## config.mk

```make
export PLATFORM = sky130hd
export DESIGN_NAME = mem_access_unit
export DESIGN_NICKNAME = d
export VERILOG_FILES = /design/src/rtl/mem_stage_pkg.sv /design/src/rtl/mem_pipeline_unit.sv /design/src/rtl/mem_access_unit.sv
export SDC_FILE = /design/constraint.sdc
export NUM_CORES = 1
export LEC_CHECK = 0
export BUFFER_PORTS_ARGS = -buffer_cell sky130_fd_sc_hd__buf_2
export CAP_MARGIN = 5
export CORE_MARGIN = 5
export CORE_UTILIZATION = 30
export CTS_BUF_LIST = sky130_fd_sc_hd__clkbuf_4 sky130_fd_sc_hd__clkbuf_8
export DETAILED_ROUTE_END_ITERATION = 6
export PLACE_DENSITY = 0.63
export SLEW_MARGIN = 10
export SYNTH_ARGS = -nofsm -noshare
export SYNTH_HDL_FRONTEND = slang
export SYNTH_SLANG_ARGS = --single-unit
```

## constraint.sdc

```tcl
create_clock -name clk -period 1.5 [get_ports clk]
set_input_delay 0.15 -clock clk [delete_from_list [all_inputs] [get_ports clk]]
set_output_delay 0.15 -clock clk [all_outputs]
set_load 0.01 [all_outputs]
```

## src/rtl/mem_stage_pkg.sv

```systemverilog
// Shared memory-stage definitions: FSM states, opcode field location and
// LDR/STR decode, kept in one place so writeback decodes identically.
package mem_stage_pkg;

    localparam int unsigned OPC_MSB = 27;
    localparam int unsigned OPC_LSB = 21;
    localparam int unsigned OPC_W   = OPC_MSB - OPC_LSB + 1;
    localparam int unsigned INSTR_W = 32;
    localparam int unsigned PC_W    = 7;
    localparam int unsigned DATA_W  = 32;

    typedef enum logic [1:0] {
        IDLE = 2'd0,
        REQ  = 2'd1,
        RSP  = 2'd2,
        DONE = 2'd3
    } mem_state_t;

    function automatic logic is_ldr(input logic [OPC_W-1:0] opcode);
        return (opcode[6:4] == 3'b110) || (opcode[6:3] == 4'b1000);
    endfunction

    function automatic logic is_str(input logic [OPC_W-1:0] opcode);
        return (opcode[6:4] == 3'b111) || (opcode[6:3] == 4'b1001);
    endfunction

endpackage

```

## src/rtl/mem_pipeline_unit.sv

```systemverilog
// Capture register for the instruction, PC, effective address and store data
// handed over from execute; loads only when the controller accepts a new op.
module mem_pipeline_unit
    import mem_stage_pkg::*;
#(
    parameter int unsigned ADDR_W = 11
) (
    input  logic                clk,
    input  logic                rst_n,
    input  logic                load,
    input  logic [INSTR_W-1:0]  instr_in,
    input  logic [PC_W-1:0]     pc_in,
    input  logic [ADDR_W-1:0]   addr_in,
    input  logic [DATA_W-1:0]   wdata_in,
    output logic [INSTR_W-1:0]  instr_q,
    output logic [PC_W-1:0]     pc_q,
    output logic [ADDR_W-1:0]   addr_q,
    output logic [DATA_W-1:0]   wdata_q
);

    always_ff @(posedge clk or negedge rst_n) begin
        if (!rst_n) begin
            instr_q <= '0;
            pc_q    <= '0;
            addr_q  <= '0;
            wdata_q <= '0;
        end else if (load) begin
            instr_q <= instr_in;
            pc_q    <= pc_in;
            addr_q  <= addr_in;
            wdata_q <= wdata_in;
        end
    end

endmodule

```

## src/rtl/mem_access_unit.sv

```systemverilog
// Memory-stage controller: captures one instruction at a time, issues its
// LDR/STR transaction over the req/ready + rvalid handshake, then hands the
// instruction, PC and loaded word to writeback for one cycle.
module mem_access_unit
    import mem_stage_pkg::*;
#(
    parameter int unsigned ADDR_W = 11
) (
    input  logic                clk,
    input  logic                rst_n,
    input  logic                valid_in,
    input  logic [INSTR_W-1:0]  instr_in,
    input  logic [PC_W-1:0]     pc_in,
    input  logic [ADDR_W-1:0]   addr_in,
    input  logic [DATA_W-1:0]   wdata_in,
    output logic                stall,
    output logic                mem_req,
    output logic                mem_we,
    output logic [ADDR_W-1:0]   mem_addr,
    output logic [DATA_W-1:0]   mem_wdata,
    input  logic                mem_ready,
    input  logic                mem_rvalid,
    input  logic [DATA_W-1:0]   mem_rdata,
    output logic                valid_out,
    output logic [INSTR_W-1:0]  instr_out,
    output logic [PC_W-1:0]     pc_out,
    output logic [DATA_W-1:0]   ldr_data_out
);

    mem_state_t          state_q;
    mem_state_t          state_d;
    logic                load;
    logic [OPC_W-1:0]    opc_in;
    logic [OPC_W-1:0]    opc_q;
    logic [DATA_W-1:0]   ldr_data_q;

    assign opc_in       = instr_in[OPC_MSB:OPC_LSB];
    assign opc_q        = instr_out[OPC_MSB:OPC_LSB];
    assign ldr_data_out = ldr_data_q;

    mem_pipeline_unit #(
        .ADDR_W (ADDR_W)
    ) u_capture (
        .clk      (clk),
        .rst_n    (rst_n),
        .load     (load),
        .instr_in (instr_in),
        .pc_in    (pc_in),
        .addr_in  (addr_in),
        .wdata_in (wdata_in),
        .instr_q  (instr_out),
        .pc_q     (pc_out),
        .addr_q   (mem_addr),
        .wdata_q  (mem_wdata)
    );

    always_ff @(posedge clk or negedge rst_n) begin
        if (!rst_n) begin
            state_q <= IDLE;
        end else begin
            state_q <= state_d;
        end
    end

    // Capture is allowed in IDLE and in DONE so back-to-back ops lose no cycle.
    always_comb begin
        state_d   = state_q;
        load      = 1'b0;
        stall     = 1'b0;
        mem_req   = 1'b0;
        mem_we    = 1'b0;
        valid_out = 1'b0;
        unique case (state_q)
            IDLE, DONE: begin
                valid_out = (state_q == DONE);
                if (valid_in) begin
                    load    = 1'b1;
                    state_d = (is_ldr(opc_in) || is_str(opc_in)) ? REQ : DONE;
                end else begin
                    state_d = IDLE;
                end
            end
            REQ: begin
                stall   = 1'b1;
                mem_req = 1'b1;
                mem_we  = is_str(opc_q);
                if (mem_ready) begin
                    state_d = is_str(opc_q) ? DONE : RSP;
                end
            end
            RSP: begin
                stall = 1'b1;
                if (mem_rvalid) begin
                    state_d = DONE;
                end
            end
            default: state_d = IDLE;
        endcase
    end

    // Loaded word: zeroed on every capture, filled only by a response in RSP.
    always_ff @(posedge clk or negedge rst_n) begin
        if (!rst_n) begin
            ldr_data_q <= '0;
        end else if (load) begin
            ldr_data_q <= '0;
        end else if ((state_q == RSP) && mem_rvalid) begin
            ldr_data_q <= mem_rdata;
        end
    end

endmodule
```

==> out/results.tsv <==
stage	metric	value	unit
pwr	p_leak	0.00429	uW
sta	rsz0062_at_grt	true	
synthesis	ys_ff_latch	116	
cts	insertion_delay	430	ps
global_route	grt_pass1_vias	4397	
synthesis	yosysMostFrequentCell	dfrtp_1	
setup_path	critPathArrivalTime	1480	ps
sta	setup_violations	110	
floorplan	core.rowCount	45	
layout	drive_gt1_share	58.9	%
layout	fillers	1214	
route	wl_per_cell	18.0	um
min_path	hold_class	in -> reg	
placement	io_buffers	236	
global_route	grt.total_usage	15.7	%
route	ant_nets	0	
sta	post-route-period-util	109	%
layout	fin_cells	860	
cts	cts_tree	done	
synthesis	synth_edf_count	0	
layout	nets	781	
pwr	power.density	2200	nW/um^2
cts	htree_levels	4	
synthesis	synthCells	271	
placement	placed_cells	690	
synthesis	synthDistinctLibCells	20	
setup_path	crit_type	reg -> out	
synthesis	synth_fp_nets	393	
synthesis	ys_seq_area_share	62.4	%
setup_path	r2r_cells	6	
setup_path	rr_startpoint	state_q[0]	
synthesis	synthArstFlopShare	100	%
route	wl	15.4	mm
global_route	grt-ovfl-total	0	
sta	slew_viol_final	0	
sta	setup_tns	-5070	ps
synthesis	synth_top_area_share	62.4	%
sta	worstMarginPinSlew	712	ps
floorplan	placeableCoreArea	15200	sq um
floorplan	die-area	18100	sq um
cts	clock_path_buffers	2	
sta	fin_ws	-133	ps
synthesis	ys.flop_type	dfrtp_1	
synthesis	synthTopCellsByArea	dfrtp_1 (62%), mux2_4 (22%), a22o_1 (6.0%), mux2_2 (3.1%), buf_6 (2.4%)	
synthesis	synth_area	4650	sq um
synthesis	synth_common_cells	dfrtp_1 (116), mux2_4 (68), a22o_1 (32)	
layout	final_util	54.5	%
setup_path	path_max_fanout	3	
placement	hpwl	8.61	mm
setup_path	r2r_slack	-90	ps
setup_path	required	1350	ps
floorplan	start_util	30.6	%
min_path	hp-start	mem_ready	
global_route	grt_first_pass_wirelength	22.4	mm
status	violations	setup timing	
sta	hold_viol	0	
min_path	min_to	state_q[0]	
floorplan	ioPinCount	237	
route	route.vias.total	3889	
setup_path	r2r-end	u_capture.pc_q[2]	
sta	fin_worst_skew	11.4	ps
floorplan	die_w	135	um
route	drt_iter0_markers	119	
cts	cts_sinks	116	
layout	areaGrowthSynthToFinish	78.1	%
sta	relSlewSlack	52.5	%
layout	num_antenna_cells	0	
pwr	ir_drop	0.000865	V
route	avgViaCountPerCell	4.52	
synthesis	yosys.area.top_type	dfrtp_1	
synthesis	post_synth.cell_area_avg	17.2	sq um
setup_path	worstSetupEndpointType	output pin	
global_route	grt_start_max_net_pins	117	
status	status	finished with violations	
route	first_pass_iters	4	
sta	timing.fmax	612	MHz
global_route	antenna_found_initial	0	
pwr	total_power	18200	uW
min_path	worstHoldPathCells	4	
placement	gp_routability_congestion	0.765	
cts	cts.clk_slew.worst_paths	70	ps
synthesis	yosys_warnings	0	
job	cap_violations	0	
floorplan	die_h	135	um
sta	fin_crit	1630	ps
cts	root_buffer	clkbuf_8	
setup_path	cp-start-kind	flop	
route	drc	0	
cts	cts_made_buffers	17	
## power breakdown
group | switching (uW) | leakage (uW) | internal (uW)
logic | 3700 | 0.00262 | 5230
registers | 909 | 0.00141 | 4690
clock network | 1320 | 0.000252 | 2400
## metrics by stage
stage               worst slack (ps)  hold WS (ps)  instance area [sq um]
finish                          -133          79.5                   8280
global route                    -210          69.7                   8280
CTS                             -133          68.9                   7910
detailed placement             -31.6           295                   6110
global placement                4.11           278                   6110
floorplan                       10.3          -146                   4700
## state kept, by name (all words and copies together), names as in the netlist
register / count
u_capture.instr_q: 32
u_capture.addr_q: 11
u_capture.wdata_q: 32
ldr_data_out: 32
u_capture.pc_q: 7
state_q: 2
## cell families (layout without fill, tap and decap cells)
logic type	count (synthesis)	count (layout)	synth area share (%)
AND/OR/NAND/NOR	8	9	0.807
AO/OA/AOI/OAI	41	41	7.26
adder cells (fa/ha/maj)	3	3	0.807
flip-flops	116	116	62.4
buffers and inverters	22	422	3.61
multiplexers	81	81	25.1
## worst max-delay path: stages, from the launching register on
cell     delay, ps
dfrtp_1        420
buf_6          140
inv_4           60
ha_4           140
and3_4         190
buf_6          110
## repair_timing
| item | in CTS | in global routing |
|---|---|---|
| hold buffers | 115 | 0 |
| pin swaps | 3 | 2 |
| setup buffers | 5 | 6 |
| endpoints found under the hold margin | 230 | 0 |
| gates cloned | 0 | 12 |
| endpoints found under the setup margin | 77 | 116 |
| gates resized for setup | 24 | 12 |
## area by class of cell
cell class | count | area, sq um | share of cell area [%]
Sequential cell | 116 | 2900 | 35.1
Timing Repair Buffer | 384 | 2900 | 35.0
Multi-Input combinational cell | 134 | 1700 | 20.5
Clock buffer | 19 | 262 | 3.16
Clock inverter | 13 | 253 | 3.05
Tap cell | 188 | 235 | 2.84
Inverter | 6 | 27.5 | 0.332
## worst max path at each step
stage / startpoint / to / slack [ps] / cells after the start
after detailed placement: state_q[0] / u_capture.addr_q[1] / -30 / 5
after global routing: state_q[1] / mem_we / -210 / 5
after global placement: state_q[0] / u_capture.wdata_q[12] / 4 / 5
after CTS: state_q[1] / mem_we / -130 / 5
after floorplan: state_q[0] / u_capture.addr_q[0] / 10 / 6
final: state_q[1] / mem_we / -130 / 5
## cell usage in the layout (no fill, tap or decap), types with 3 or more instances in the layout
master | synthesis | final
a22o_1 | 32 | 32
buf_12 | 0 | 6
buf_2 | 5 | 231
buf_4 | 1 | 10
buf_6 | 10 | 10
bufinv_16 | 0 | 7
clkbuf_16 | 0 | 8
clkbuf_8 | 0 | 19
dfrtp_1 | 116 | 116
dlygate4sd3_1 | 0 | 115
ha_4 | 0 | 3
inv_1 | 6 | 3
mux2_2 | 13 | 11
mux2_4 | 68 | 70
nand2_1 | 4 | 3
## metal layers
metal | up-vias | track usage [%] | wire [um]
li1 | 1756 | - | -
met1 | 1892 | 16.8 | 5830
met2 | 182 | 26.8 | 7940
met3 | 59 | 5.33 | 960
met4 | 0 | 9.62 | 715
met5 | - | 0 | 0
Note: power is estimated with default switching activity, not from simulation.
